[config.mk]
export PLATFORM = sky130hd
export DESIGN_NAME = div_iter
export DESIGN_NICKNAME = d
export VERILOG_FILES = /design/src/rtl/div_iter.sv
export SDC_FILE = /design/constraint.sdc
export NUM_CORES = 1
export LEC_CHECK = 0
export ABC_AREA = 1
export BUFFER_PORTS_ARGS = -buffer_cell sky130_fd_sc_hd__buf_2
export CAP_MARGIN = 20
export CORE_MARGIN = 2
export CORE_UTILIZATION = 25
export CTS_CLUSTER_DIAMETER = 200
export DETAILED_ROUTE_END_ITERATION = 16
export GPL_TIMING_DRIVEN = 0
export SYNTH_ARGS = -nofsm -noshare
export SYNTH_HDL_FRONTEND = slang
export SYNTH_SLANG_ARGS = --single-unit
[constraint.sdc]
create_clock -name clock -period 3.2 [get_ports clock]
set_input_delay 0.48 -clock clock [delete_from_list [all_inputs] [get_ports clock]]
set_output_delay 0.48 -clock clock [all_outputs]
set_load 0.005 [all_outputs]
[src/rtl/div_iter.sv]
// div_iter: iterative radix-2 restoring divider for the RV32M divide group.
//   Handles DIV, DIVU, REM and REMU. Not pipelined: one operation is in flight
//   at a time. done pulses for one cycle when a result is ready, and result
//   holds that value until the next accepted start.
//
// Ports
//   clock    : single clock; all state updates on posedge
//   reset    : synchronous, active-high
//   start    : request; accepted only in IDLE or DONE, ignored while busy
//   func     : 00=DIV 01=DIVU 10=REM 11=REMU; sampled with start
//   dividend : rs1 operand; sampled with start
//   divisor  : rs2 operand; sampled with start
//   result   : quotient (DIV/DIVU) or remainder (REM/REMU); valid when done=1
//   done     : single-cycle pulse; result is valid in this cycle
//   busy     : high in CALC and FINISH
module div_iter #(
  parameter int unsigned XLEN = 32
) (
  input  logic            clock,
  input  logic            reset,
  input  logic            start,
  input  logic [1:0]      func,
  input  logic [XLEN-1:0] dividend,
  input  logic [XLEN-1:0] divisor,
  output logic [XLEN-1:0] result,
  output logic            done,
  output logic            busy
);

  localparam int unsigned CW = $clog2(XLEN) + 1;

  typedef enum logic [1:0] {IDLE, CALC, FINISH, DONE} state_t;

  state_t          state, state_nxt;
  logic [CW-1:0]   cnt;
  logic [XLEN-1:0] rem, quo, dvsr;
  logic            q_neg, r_neg, sel_rem;

  // Operand decode for the start cycle.
  logic            is_signed, a_neg, b_neg, div_zero, ovf, fast, accept;
  logic [XLEN-1:0] a_mag, b_mag, fast_res;

  // Iteration and final sign fix-up.
  logic [XLEN:0]   trial;
  logic [XLEN-1:0] q_fin, r_fin;

  always_comb begin
    is_signed = ~func[0];
    a_neg     = is_signed & dividend[XLEN-1];
    b_neg     = is_signed & divisor[XLEN-1];
    a_mag     = a_neg ? -dividend : dividend;
    b_mag     = b_neg ? -divisor  : divisor;
    div_zero  = (divisor == '0);
    ovf       = is_signed && (dividend == {1'b1, {(XLEN-1){1'b0}}}) && (divisor == '1);
    fast      = div_zero | ovf;
    accept    = start & ((state == IDLE) | (state == DONE));
    // Divide-by-zero wins over overflow; the two cannot coincide anyway.
    if (div_zero)
      fast_res = func[1] ? dividend : '1;
    else
      fast_res = func[1] ? '0 : dividend;
  end

  always_comb begin
    // {rem,quo} shifted left by one, minus divisor, in XLEN+1 bits; the top
    // bit is the borrow that decides restore vs. keep.
    trial = {rem, quo[XLEN-1]} - {1'b0, dvsr};
    q_fin = q_neg ? -quo : quo;
    r_fin = r_neg ? -rem : rem;
  end

  always_ff @(posedge clock) begin
    if (reset)
      state <= IDLE;
    else
      state <= state_nxt;
  end

  always_comb begin
    state_nxt = state;
    case (state)
      IDLE:    if (start) state_nxt = fast ? DONE : CALC;
      CALC:    if (cnt == CW'(1)) state_nxt = FINISH;
      FINISH:  state_nxt = DONE;
      DONE:    if (start) state_nxt = fast ? DONE : CALC;
               else       state_nxt = IDLE;
      default: state_nxt = IDLE;
    endcase
  end

  assign busy = (state == CALC) | (state == FINISH);
  assign done = (state == DONE);

  always_ff @(posedge clock) begin
    if (reset) begin
      cnt     <= '0;
      rem     <= '0;
      quo     <= '0;
      dvsr    <= '0;
      q_neg   <= 1'b0;
      r_neg   <= 1'b0;
      sel_rem <= 1'b0;
      result  <= '0;
    end else if (accept) begin
      cnt     <= CW'(XLEN);
      rem     <= '0;
      quo     <= a_mag;
      dvsr    <= b_mag;
      q_neg   <= a_neg ^ b_neg;
      r_neg   <= a_neg;
      sel_rem <= func[1];
      if (fast)
        result <= fast_res;
    end else if (state == CALC) begin
      cnt <= cnt - CW'(1);
      if (!trial[XLEN]) begin
        rem <= trial[XLEN-1:0];
        quo <= {quo[XLEN-2:0], 1'b1};
      end else begin
        rem <= {rem[XLEN-2:0], quo[XLEN-1]};
        quo <= {quo[XLEN-2:0], 1'b0};
      end
    end else if (state == FINISH) begin
      result <= sel_rem ? r_fin : q_fin;
    end
  end

endmodule

# Word-level counts from Yosys, hierarchy flattened

Index checks and enable logic that the tools add are counted.

Register bits: 139
Latch bits: 0
Memory bits (writable): 0
Memory bits (read-only): 0
Input port bits: 69
Memories kept: 0

Add/sub/neg operators: 6
Multiply operators: 0
Div/mod/pow operators: 0
Order comparisons: 0
Equal/unequal tests: 10
Shift operators: 0
Multiplexer cells: 23
Bitwise logic cells: 8
Reductions and logical operators: 9

Operator list:

| kind                                                 | number |
|---|---|
| two-way mux 32 bit                                   | 15 |
| negation 32 bit                                      | 4 |
| equality test 32 bit (second input constant)         | 2 |
| subtractor 33 x 32 -> 33 bit                         | 1 |
| zero test 32 bit                                     | 1 |
| two-way mux 6 bit                                    | 2 |
| two-way mux 2 bit                                    | 4 |
| != test 2 bit (second input constant)                | 4 |
| one-hot mux 2 bit (4 select lines)                   | 1 |
| equality test 6 x 1 -> 1 bit (second input constant) | 1 |
| subtractor 6 x 1 -> 6 bit (second input constant)    | 1 |
| equality test 2 bit (second input constant)          | 2 |
| nonzero test 2 bit                                   | 2 |
| bitwise AND 1 bit                                    | 3 |
| OR 1 bit                                             | 3 |
| AND reduction 3 bit                                  | 1 |
| equality test 2 x 1 -> 1 bit (second input constant) | 1 |
| logical AND 1 bit                                    | 2 |
| zero test 2 bit                                      | 1 |
| AND reduction 2 bit                                  | 1 |
| OR reduction 2 bit                                   | 1 |
| two-way mux 1 bit                                    | 1 |
| inverter 1 bit                                       | 1 |
| XOR 1 bit                                            | 1 |

# Logic depth before layout (Yosys ltp)

Gate-level depths: netlist (run 1).

Word-level depth: 7
Gate-level depth with buffers: 19
Depth with buffers taken out: 18

# Least setup slack after synthesis (run 1)

No wires, ideal clock.

Path kind: flip-flop to flip-flop
Start point: register quo[31]
End point: register rem[23]
Arrival time: 2065 ps
Setup slack: 997 ps
Cell stages (with the launch flop): 19
Buffers on the path: 1
Cells stage by stage: dfxtp_1 > inv_1 > ha_1 > fa_1 > inv_1 > nand2_1 > nand2_1 > nand3_1 > nand2_2 > nand2_1 > nand2_2 > nand2_4 > nand2_4 > nand2_2 > nand2_4 > buf_2 > nand2_1 > nand3_1 > a21oi_1

Longest elaborated chain between the ends: 2

Ends and longest elaborated chain:

| what                         | RTL line | RTL |
|---|---|---|
| start: declaration           | 36       | `logic [XLEN-1:0] rem, quo, dvsr;` |
| start signal: assignment     | 107      | `quo <= a_mag;` |
| start signal: assignment     | 118      | `quo <= {quo[XLEN-2:0], 1'b1};` |
| start signal: assignment     | 121      | `quo <= {quo[XLEN-2:0], 1'b0};` |
| subtractor 33 x 32 -> 33 bit | 67       | `trial = {rem, quo[XLEN-1]} - {1'b0, dvsr};` |
| two-way mux 32 bit           | 116      | `if (!trial[XLEN]) begin` |
| end signal: assignment       | 117      | `rem <= trial[XLEN-1:0];` |
| end signal: assignment       | 120      | `rem <= {rem[XLEN-2:0], quo[XLEN-1]};` |
| end: declaration             | 36       |  |

Every way passes these cells.
A chain may end at the register's enable or synchronous reset.

# Worst setup path in the final report (run 1)

Start point: register state[1]
End point: register dvsr[2]

Longest elaborated chain between the ends: 3

Ends and longest elaborated chain:

| what                                                   | RTL line | RTL |
|---|---|---|
| start: declaration                                     | 34       | `state_t state, state_nxt;` |
| start signal: assignment                               | 76       | `state <= state_nxt;` |
| equality test 2 bit or zero test 2 bit (tied branches) | 56       | `accept = start & ((state == IDLE) \| (state == DONE));` |
| OR 1 bit (*)                                           | 56       |  |
| bitwise AND 1 bit (*)                                  | 56       |  |
| end signal: assignment                                 | 108      | `dvsr <= b_mag;` |
| end: declaration                                       | 36       |  |

Mark *: on every way between the ends. The rest lies on a longest branch, timed or not.

==> results of run 1 <==
sequential cells by signal (all words and copies together), names as in the netlist:
name,flops
cnt,6
dvsr,32
q_neg,1
quo,32
r_neg,1
rem,32
result,32
sel_rem,1
state,2
worst reg2reg max path, stage by stage (launching register included):
cell	delay, ps
dfxtp_1	410
inv_1	110
ha_1	350
nor2_4	300
inv_2	130
nor2_2	510
clkbuf_1	860
nand2_1	150
o22ai_1	130
power groups by stage:
stage                     logic [mW]  registers, mW  clock network [mW]
after floorplan                 5.17           2.47                   0
after global placement          7.43           2.55                   0
after detailed placement        7.44           2.55                   0
after CTS                       7.47           2.52                2.10
after global routing            8.48           2.57                2.16
final                           7.61           2.53                2.09
layout by cell type, fill, tap and decap left out, types with 5 or more instances in the layout:
cell type,Yosys,routed
ha_1,44,44
nor3_1,37,37
buf_2,8,109
nor2_4,5,5
nand2_1,761,761
o21ai_1,28,28
nand2_2,8,8
buf_4,6,6
nand2_4,6,6
nor2_2,9,9
nor2_1,224,224
nand3b_1,11,11
inv_2,18,18
o22ai_1,43,43
a31oi_1,13,13
buf_1,12,12
a21oi_2,20,20
nor4_1,6,6
or2_2,6,6
o211ai_1,11,11
dfxtp_1,139,139
clkbuf_16,0,17
a21oi_1,149,149
xor2_1,24,24
and2_1,5,5
nand4_1,34,34
o21ai_0,116,116
nand3_1,192,192
inv_1,342,342
buf_6,5,5
clkbuf_1,51,50
logic make-up (layout without fill, tap and decap cells):
logic type | Yosys count | in the layout | synth area share
fa+ha+maj | 45 | 45 | 0.04349
xor+xnor | 28 | 28 | 0.01869
compound gates | 396 | 396 | 0.1686
buf+inv | 445 | 577 | 0.1328
flops | 139 | 139 | 0.2121
simple gates | 1313 | 1313 | 0.4243
worst max path at each step:
stage / end / slack, ps / depth (start not counted)
2_1_floorplan: rem[23]$_SDFFE_PP0P_ / 1000 / 18
6_report: dvsr[2]$_SDFFE_PP0P_ / 190 / 8
3_5_place_dp: quo[22]$_SDFFE_PP0P_ / 120 / 10
4_1_cts: quo[25]$_SDFFE_PP0P_ / 90 / 10
5_1_grt: dvsr[3]$_SDFFE_PP0P_ / 70 / 8
3_3_place_gp: quo[25]$_SDFFE_PP0P_ / 140 / 10
per-stage QoR:
step / cells / cell area, µm²
after floorplan: 2366 / 13120
after global placement: 3147 / 14480
after detailed placement: 3147 / 14480
after CTS: 3179 / 15070
after global routing: 3178 / 15070
final: 3178 / 15070
routing by layer:
layer | track usage | vias up | share of wire
li1 | - | 7825 | -
met4 | 0.05235 | 0 | 0.022
met5 | 0 | - | 0
met3 | 0.02759 | 69 | 0.077
met1 | 0.2742 | 7145 | 0.45
met2 | 0.3191 | 582 | 0.45
area by class of cell:
type | count | area share
clock buffers | 19 | 0.03006
inverters | 363 | 0.09052
plain buffers | 81 | 0.02483
well taps | 680 | 0.05647
flip-flops and latches | 139 | 0.1847
multi-input cells | 1782 | 0.5705
clock inverters | 13 | 0.009385
repair buffers | 101 | 0.03355
==> summary.md, run 1 <==
| Metric | Value |
|---|---|
| Total grt overflow | 0 |
| Fmax | 331.7 MHz |
| Filler instances | 5959 |
| Hold Path Class | in -> reg |
| Worst Hold Endpoint | dvsr[31]$_SDFFE_PP0P_ |
| Post-synthesis cell type count | 48 |
| Die Area | 0.05432 mm² |
| Register bit count reported by yosys | 139 |
| DR vias | 15620 |
| Largest net degree at the start of global routing | 17 |
| Layout cells sized above 1 | 0.09327 |
| Clock Power Share | 0.171 |
| Root Buffer | clkbuf_16 |
| Initial antenna violation count | 0 |
| Ports | 103 |
| Syn Area/Cell | 5.545 µm² |
| Period utilisation layout | 0.9421 |
| CP Data Required Time | 3580 ps |
| Area Growth Syn to Fin | 14.84% |
| CTS sink cnt | 139 |
| Worst Skew | 13.25 ps |
| Min Tclk post-route | 3015 ps |
| Syn nets | 2480 |
| Register area | 0.002783 mm² |
| Kind of critical path | reg -> reg |
| Synth area leaders | nand2_1 (22%), dfxtp_1 (21%), inv_1 (9.8%), nand3_1 (7.3%), nor2_1 (6.4%) |
| Routability Congestion | 0.9740 |
| Core Area | 0.05161 mm² |
| Initial Util | 0.2542 |
| Cts bufs inserted | 17 |
| Mapped Area | 0.01312 mm² |
| Flop pwr share | 0.207 |
| First-pass GRT wire length | 82.10 mm |
| Hold_ws | 327.5 ps |
| Critical Path Start Type | flip-flop |
| Die X | 233.1 µm |
| Start point of the worst hold path | divisor[31] |
| Hold Vio Cnt, Final | 0 |
| Launch point of the worst path | state[1]$_SDFFE_PP0P_ |
| RSZ-0062 raised after global routing | false |
| Total power | 12.22 mW |
| Post-Synthesis Cells | 2366 |
| Slowest cell delay on critical path | 850 ps |
| Arr. time, crit path | 3390 ps |
| Leak Pwr | 7.389 nW |
| CTS resizes | 0 |
| Rel. slew slack | 0.2899 |
| Dominant synthesized flop cell | dfxtp_1 |
| DR pass1 iterations | 6 |
| R2r setup slk | 190 ps |
| Final worst slack | 185.2 ps |
| Syn. warnings | 0 |
| Most common cell in the synthesized netlist | nand2_1 |
| List of most frequent post-synthesis cells | nand2_1 (761), inv_1 (342), nor2_1 (224) |
| Worst slack, placed | 117.5 ps |
| Hold-fix buffers, CTS | 0 |
| Slowest CP cell | clkbuf_1 |
| CTS tree | done |
| Switching power total | 6.550 mW |
| Switching share of power | 0.5359 |
| Pin slew with the least headroom to its limit | 1065 ps |
| H-tree Lvls | 4 |
| Max-cap violations | 0 |
| Reg clk slew, reported paths | 60 ps |
| PwrDens | 811.3 mW/mm² |
| Hold Crit Depth | 3 |
| Critical-path cell list | inv_1, ha_1, nor2_4, inv_2, nor2_2, clkbuf_1, nand2_1, o22ai_1 |
| Reg-to-Reg End | dvsr[2]$_SDFFE_PP0P_ |
| Pins Over Slew Limit | 0 |
| CP Capture Type | flip-flop |
| Worst-Skew Late Latency | 460 ps |
| Number of global-route vias before repair | 14180 |
| Pint | 5.673 mW |
| Routed Antenna Nets | 0 |
| Multi-input gate area | 0.008594 mm² |
| EDFF count, synth | 0 |
| DRC Markers | 0 |
| Port Buffers | 101 |
| Initial DRC count | 1493 |
| Num rows | 83 |
| Post-layout util | 0.2919 |
| Drt wl/cell | 16.96 µm |
| Post-CTS Setup Bufs | 0 |
| CP max FO | 10 |
| R2R depth | 8 |
| RR Startpoint | state[1]$_SDFFE_PP0P_ |
| Post-synth top area cell | nand2_1 |
| Die Ht | 233.1 µm |
| Area share of the largest cell type after synthesis | 0.2177 |
| Buf/Inv on CP | 3 |
| Clk buf depth | 2 |
| Nets@finish | 2599 |
| DP HPWL | 44.55 mm |
| Setup_tns | 0 ps |
| Via density per instance | 4.915 |
| # diodes | 0 |
| Ys async rst share | 0 |
| CP delay by family, top | buffers and inverters |
| Final setup fails | 0 |
| Sequential-to-total area share from yosys stat | 0.2121 |
| Status | finished, final reports clean |
| DRT Wirelength | 53.89 mm |
| Tot GR Track Use | 0.1976 |
| Logic pwr share | 0.622 |
| Worst VDD drop | 457.7 µV |
Power figures use the tool's default switching activity.
==> run 2, diff against run 1 <==
- ABC_AREA: 1 -> unset
- CORE_UTILIZATION: 25 -> 30
==> summary.md, run 2 <==
| Metric | Value |
|---|---|
| Most common cell in the synthesized netlist | nor2_1 (was nand2_1) |
| Leading cell type in the layout, fill and taps excluded | nor2_1 (was nand2_1) |
| Period utilisation layout | 1.045 (was 0.9421) |
| Hold Vio Cnt, Final | 0 (unchanged) |
| Most frequent cells in the layout | nor2_1 (143), dfxtp_1 (124), a21oi_1 (110) (was nand2_1 (761), inv_1 (342), nor2_1 (224)) |
| Num rows | 69 (was 83) |
| First-pass GRT wire length | 63.83 mm (was 82.10 mm) |
| Fmax | 299.1 MHz (was 331.7 MHz) |
| Initial DRC count | 1199 (was 1493) |
| Tot GR Track Use | 0.2186 (was 0.1976) |
| Syn nets | 1528 (was 2480) |
| CTS tree | done (unchanged) |
| # diodes | 0 (unchanged) |
| Largest family of logic cells by synthesized area | compound AO/OA/AOI/OAI gates (was simple AND/OR/NAND/NOR gates) |
| Post-DP Area | 0.01190 mm² (was 0.01448 mm²) |
| Nets@finish | 1674 (was 2599) |
| CP Data Required Time | 3540 ps (was 3580 ps) |
| CTS sink cnt | 139 (unchanged) |
| Compound-gate portion of the synthesized area | 0.2690 (was 0.1686) |
| PwrDens | 1223 mW/mm² (was 811.3 mW/mm²) |
| Worst VDD drop | 702.4 µV (was 457.7 µV) |
| CP max FO | 5 (was 10) |
| Highest routed metal layer | met4 (unchanged) |
| Dominant synthesized flop cell | dfxtp_1 (unchanged) |
| List of most frequent post-synthesis cells | nor2_1 (149), dfxtp_1 (139), a21oi_1 (122) (was nand2_1 (761), inv_1 (342), nor2_1 (224)) |
| Rel. slew slack | 0.2288 (was 0.2899) |
| Routability Congestion | 0.9775 (was 0.9740) |
| DP HPWL | 32.62 mm (was 44.55 mm) |
| Clk buf depth | 2 (unchanged) |
| DRC Markers | 0 (unchanged) |
| Ys async rst share | 0 (unchanged) |
| Met3 routed WL | 3.758 mm (was 4.166 mm) |
| Max-cap violations | 0 (unchanged) |
| DR vias | 11540 (was 15620) |
| Adder-cell share of the synthesized area | 0.07595 (was 0.04349) |
| Pins Over Slew Limit | 0 (unchanged) |
| Arr. time, crit path | 3680 ps (was 3390 ps) |
| Post-Synthesis Cells | 1414 (was 2366) |
| Reg clk slew, reported paths | 70 ps (was 60 ps) |
| Die Ht | 193.8 µm (was 233.1 µm) |
| Simple-gate share of the synthesized area | 0.1868 (was 0.4243) |
| Total grt overflow | 0 (unchanged) |
| H-tree Lvls | 4 (unchanged) |
| Number of global-route vias before repair | 10590 (was 14180) |
| Xor/xnor share of the synthesized area | 0.1175 (was 0.01869) |
| CP Capture Type | flip-flop (unchanged) |
| Ports | 103 (unchanged) |
| Mapped Area | 0.01081 mm² (was 0.01312 mm²) |
| Violated checks | negative setup slack |
| Synth area leaders | dfxtp_1 (26%), xor2_1 (6.3%), a21oi_1 (5.7%), xnor2_1 (5.4%), nor2_1 (5.2%) (was nand2_1 (22%), dfxtp_1 (21%), inv_1 (9.8%), nand3_1 (7.3%), nor2_1 (6.4%)) |
| Critical Path Start Type | flip-flop (unchanged) |
| DRT Wirelength | 42.50 mm (was 53.89 mm) |
| Register bit count reported by yosys | 139 (unchanged) |
| Worst Skew | 10.53 ps (was 13.25 ps) |
| Final worst slack | -143.1 ps (was 185.2 ps) |
| Post-route cell area | 0.01313 mm² (was 0.01507 mm²) |
| Via density per instance | 5.675 (was 4.915) |
| Routed Antenna Nets | 0 (unchanged) |
| Port Buffers | 102 (was 101) |
| Hold-fix buffers, CTS | 0 (unchanged) |
| Post-synth top area cell | dfxtp_1 (was nand2_1) |
| Multiplexer share of the synthesized area | 0.03890 (was 0) |
| DR WL met2 | 18.18 mm (was 24.09 mm) |
| Sequential-to-total area share from yosys stat | 0.2575 (was 0.2121) |
| DR pass1 iterations | 7 (was 6) |
| Initial antenna violation count | 1 (was 0) |
| Post-synthesis cell type count | 77 (was 48) |
| Leak Pwr | 4.949 nW (was 7.389 nW) |
| Area share of the largest cell type after synthesis | 0.2575 (was 0.2177) |
| Die X | 193.8 µm (was 233.1 µm) |
| Cts bufs inserted | 17 (unchanged) |
| Setup_tns | -1718 ps (was 0 ps) |
| Hold_ws | 323.0 ps (was 327.5 ps) |
| # placed instances | 1977 (was 3147) |
| Syn Area/Cell | 7.643 µm² (was 5.545 µm²) |
| Largest net degree at the start of global routing | 17 (unchanged) |
| Layout cells sized above 1 | 0.1653 (was 0.09327) |
| Initial Util | 0.3046 (was 0.2542) |
| Final setup fails | 32 (was 0) |
| Area Growth Syn to Fin | 21.48% (was 14.84%) |
| Wl on met1 | 19.61 mm (was 24.43 mm) |
| Drt wl/cell | 20.90 µm (was 16.96 µm) |
| Worst-Skew Late Latency | 450 ps (was 460 ps) |
| Final Non-Filler Cells | 2034 (was 3178) |
| Syn. warnings | 0 (unchanged) |
| Pin slew with the least headroom to its limit | 1146 ps (was 1065 ps) |
| EDFF count, synth | 0 (unchanged) |
| Status | complete, but fails checks (was finished, final reports clean) |
| Min Tclk post-route | 3343 ps (was 3015 ps) |
| Kind of critical path | reg -> reg (unchanged) |
| RSZ-0062 raised after global routing | true (was false) |
| Filler instances | 3679 (was 5959) |
| Root Buffer | clkbuf_16 (unchanged) |
| Die Area | 0.03756 mm² (was 0.05432 mm²) |
| Hold Path Class | in -> reg (unchanged) |
| Core Area | 0.03548 mm² (was 0.05161 mm²) |
==> run 2: cell types whose count changed in the layout (fill, tap and decap cells not counted), moves of 39 or more <==
cell,before,now
a211oi_1,0,65
a21oi_1,149,110
inv_1,342,53
mux2i_1,0,42
nand2_1,761,108
nand3_1,192,16
nor2_1,224,143
xnor2_1,4,67
xor2_1,24,78
==> run 2: power by group <==
part	internal (mW)	switching (mW)
sequential	2.37	0.776
clock	1.11	0.946
combinational	4.43	6.41
total	7.92	8.13
==> run 2: kinds of logic (layout without fill, tap and decap cells) <==
logic type	count (synthesis)	after routing
XOR/XNOR	145	145
AND/OR/NAND/NOR	416	417
buffers and inverters	151	309
flip-flops	139	139
adder cells (fa/ha/maj)	70	70
multiplexers	42	42
AO/OA/AOI/OAI	451	451
==> run 2: final cells by class <==
| cell class | instances | area, µm² | area share |
|---|---|---|---|
| clock buffer | 17 | 425.4 | 0.03241 |
| clock inverter | 15 | 168.9 | 0.01287 |
| tap | 461 | 576.8 | 0.04394 |
| timing repair buffer | 131 | 762.0 | 0.05804 |
| sequential | 139 | 2809 | 0.2140 |
| inverter | 56 | 212.7 | 0.01620 |
| buffer | 90 | 430.4 | 0.03279 |
| multi-input combinational | 1125 | 7742 | 0.5898 |
==> run 2: timing repair <==
action,4_1_cts,5_1_grt
buffers inserted,15,14
pin swaps,12,17
endpoints found under the setup margin,95,62
gates resized for setup,56,62
cloned,3,1
==> run 2: per-stage QoR <==
step           setup WS, ps    util  power [mW]
3_3_place_gp          -1050  0.3352       11.94
2_1_floorplan         203.0       -       9.430
6_report             -143.1  0.3700       16.06
4_1_cts               9.954  0.3620       15.04
5_1_grt              -171.2  0.3700       17.10
3_5_place_dp         -926.8  0.3353       12.03
==> run 2: path summary, 6_finish.rpt <==
path,start,endpoint,slack (ps),cells after the start
worst max-delay path,quo[31]$_SDFFE_PP0P_,rem[1]$_SDFFE_PP0P_,-140,12
worst max register to register,quo[31]$_SDFFE_PP0P_,rem[1]$_SDFFE_PP0P_,-140,12
worst min-delay path,divisor[0],dvsr[0]$_SDFFE_PP0P_,320,3
worst min register to register,result[21]$_SDFFE_PP0P_,result[21]$_SDFFE_PP0P_,450,2
==> run 2: routing by layer <==
layer	global-route usage	up-vias
met2	0.3253	533
met5	0	-
met4	0.06135	0
met3	0.05027	73
met1	0.3135	5493
li1	-	5444
==> run 2: critical path, cell delays in order (launching register included) <==
cell and delay, ps:
dfxtp_4 350, inv_4 80, ha_4 140, fa_2 210, nand2b_4 130, a21oi_2 80
o311ai_4 330, o22ai_2 160, o31a_1 410, a2111oi_4 550, nor3_4 150, or4b_1 550
o311ai_2 90
==> run 3, diff against run 2 <==
- RECOVER_POWER: unset -> 100
==> summary.md, run 3 (synthesis gave the netlist of run 2 again) <==
| Metric | Value |
|---|---|
| Status | complete, but fails checks (unchanged) |
| Violated checks | negative setup slack (unchanged) |
| CTS tree | done (unchanged) |
| Die Area | 0.03756 mm² (unchanged) |
| DR pass1 iterations | 6 (was 7) |
| Pin slew with the least headroom to its limit | 1077 ps (was 1146 ps) |
| Arr. time, crit path | 3670 ps (was 3680 ps) |
| CP max FO | 5 (unchanged) |
| Fmax | 300.8 MHz (was 299.1 MHz) |
| Port Buffers | 102 (unchanged) |
| Final setup fails | 33 (was 32) |
| Slowest cell delay on critical path | 550 ps (about the same) |
| Total grt overflow | 0 (unchanged) |
| Num rows | 69 (unchanged) |
| CP delay by family, top | compound AO/OA/AOI/OAI gates (unchanged) |
| Critical Path Start Type | flip-flop (unchanged) |
| Layout cells sized above 1 | 0.1469 (was 0.1653) |
| R2R depth | 12 (unchanged) |
| Post-route cell area | 0.01308 mm² (was 0.01313 mm²) |
| Hold Vio Cnt, Final | 0 (unchanged) |
| RSZ-0062 raised after global routing | true (unchanged) |
| R2r setup slk | -120 ps (was -140 ps) |
| # diodes | 0 (unchanged) |
| Max-cap violations | 0 (unchanged) |
| Core Area | 0.03548 mm² (unchanged) |
| Worst-Skew Late Latency | 450 ps (about the same) |
| DRC Markers | 0 (unchanged) |
| Pint | 7.893 mW (was 7.924 mW) |
| Leading cell type in the layout, fill and taps excluded | nor2_1 (unchanged) |
| PwrDens | 1224 mW/mm² (was 1223 mW/mm²) |
| Hold Crit Depth | 3 (unchanged) |
| Cts bufs inserted | 17 (unchanged) |
| Via density per instance | 5.691 (was 5.675) |
| Pins Over Slew Limit | 0 (unchanged) |
| Logic pwr share | 0.674 (was 0.675) |
| H-tree Lvls | 4 (unchanged) |
| Total power | 16.01 mW (was 16.06 mW) |
| First-pass GRT wire length | 63.83 mm (unchanged) |
| Area Growth Syn to Fin | 21.05% (was 21.48%) |
| Nets@finish | 1674 (unchanged) |
| Initial antenna violation count | 1 (unchanged) |
| Routed Antenna Nets | 0 (unchanged) |
| Die Ht | 193.8 µm (unchanged) |
| Number of global-route vias before repair | 10590 (unchanged) |
| DP HPWL | 32.62 mm (unchanged) |
| Clk buf depth | 2 (unchanged) |
| Reg-to-Reg End | rem[1]$_SDFFE_PP0P_ (unchanged) |
| Largest net degree at the start of global routing | 17 (unchanged) |
| Worst VDD drop | 702.3 µV (was 702.4 µV) |
| Initial Util | 0.3046 (unchanged) |
| Critical-path cell list | inv_4, ha_4, fa_2, nand2b_4, a21oi_2, o311ai_4, o22ai_2, o31a_1, a2111oi_4, nor3_4, or4b_1, o311ai_2 (unchanged) |
| Root Buffer | clkbuf_16 (unchanged) |
| DR vias | 11580 (was 11540) |
| Rel. slew slack | 0.2756 (was 0.2288) |
| Worst Skew | 12.14 ps (was 10.53 ps) |
| DRT Wirelength | 42.57 mm (was 42.50 mm) |
| Hold Path Class | in -> reg (unchanged) |
| Slowest CP cell | a2111oi_4 (unchanged) |
| Die X | 193.8 µm (unchanged) |
| Buf/Inv on CP | 1 (unchanged) |
| Initial DRC count | 1286 (was 1199) |
| Tot GR Track Use | 0.2186 (unchanged) |
| Final worst slack | -124.8 ps (was -143.1 ps) |
| Ports | 103 (unchanged) |
| Clock Power Share | 0.129 (was 0.128) |
| RR Startpoint | quo[31]$_SDFFE_PP0P_ (unchanged) |
| Kind of critical path | reg -> reg (unchanged) |
| Reg clk slew, reported paths | 70 ps (about the same) |
| Worst Hold Endpoint | dvsr[0]$_SDFFE_PP0P_ (unchanged) |
| Routability Congestion | 0.9775 (unchanged) |
| CP Capture Type | flip-flop (unchanged) |
| Start point of the worst hold path | divisor[0] (unchanged) |
| Most frequent cells in the layout | nor2_1 (143), dfxtp_1 (124), a21oi_1 (110) (unchanged) |
| Setup_tns | -1323 ps (was -1718 ps) |
| Switching share of power | 0.5071 (was 0.5066) |
| Period utilisation layout | 1.039 (was 1.045) |
| Hold-fix buffers, CTS | 0 (unchanged) |
| Leak Pwr | 4.840 nW (was 4.949 nW) |
| Switching power total | 8.120 mW (was 8.135 mW) |
| Min Tclk post-route | 3325 ps (was 3343 ps) |
| CTS sink cnt | 139 (unchanged) |
| CP Data Required Time | 3540 ps (about the same) |
| Flop pwr share | 0.197 (was 0.196) |
| Post-DP Area | 0.01190 mm² (unchanged) |
| Drt wl/cell | 20.93 µm (was 20.90 µm) |
[run 3: changes by cell type in the layout (fill, tap and decap cells not counted), moves of 2 or more]
cell      before  now
buf_1          8    4
buf_2        107   81
buf_4         24   22
clkbuf_1      64   94
clkbuf_4       0    2
[run 3: metal layers]
layer	global-route usage	vias to the layer above	part of all wire
met5	0	-	0
met4	0.06135	0	0.023
met1	0.3135	5508	0.45
met2	0.3253	546	0.43
met3	0.05027	73	0.095
li1	-	5448	-
[run 3: timing repair]
item / 4_1_cts / 5_1_grt
gates cloned: 3 / 1
endpoints found under the setup margin: 95 / 62
setup buffers: 15 / 14
pin swaps: 12 / 17
gates resized for setup: 56 / 62
[run 3: power by group through the flow]
stage	combinational, mW	clock (mW)	sequential [mW]
2_1_floorplan	6.52	0	2.91
3_3_place_gp	8.83	0	3.11
3_5_place_dp	8.91	0	3.13
4_1_cts	9.86	2.08	3.11
5_1_grt	11.7	2.15	3.23
6_report	10.8	2.06	3.16
[run 3: worst register-to-register path, delay by kind of cell, from the launching register on]
family | cells | cell delay, ps
and+or+nand+nor | 3 | 830
DFF | 1 | 360
buffers and inverters | 1 | 70
adders and majority gates | 2 | 340
AOI/OAI and AO/OA | 6 | 1620
[run 3: worst max-delay path by stage]
stage / cells past startpoint / endpoint / from
after detailed placement: 13 / rem[0]$_SDFFE_PP0P_ / quo[31]$_SDFFE_PP0P_
final: 12 / rem[1]$_SDFFE_PP0P_ / quo[31]$_SDFFE_PP0P_
after global routing: 13 / rem[24]$_SDFFE_PP0P_ / quo[31]$_SDFFE_PP0P_
after global placement: 12 / result[11]$_SDFFE_PP0P_ / dividend[0]
after floorplan: 11 / rem[0]$_SDFFE_PP0P_ / rem[17]$_SDFFE_PP0P_
after CTS: 12 / rem[29]$_SDFFE_PP0P_ / dvsr[1]$_SDFFE_PP0P_
[run 3: cell type report]
cell class	instances	area (µm²)
Inverter	56	212.7
Sequential cell	139	2809
Timing Repair Buffer	131	730.7
Clock inverter	15	168.9
Tap cell	461	576.8
Multi-Input combinational cell	1125	7729
Fill cell	3689	22400
Buffer	90	429.2
Clock buffer	17	425.4
[run 3: through the flow]
step | std cells | hold slack [ps] | worst slack, ps | utilization
5_1_grt | 2034 | 342.2 | -171.2 | 0.3687
3_3_place_gp | 1977 | 442.7 | -1050 | 0.3352
2_1_floorplan | 1414 | 431.9 | 203.0 | -
4_1_cts | 2025 | 330.6 | 9.954 | 0.3620
6_report | 2034 | 327.5 | -124.8 | 0.3687
3_5_place_dp | 1977 | 442.1 | -926.8 | 0.3353
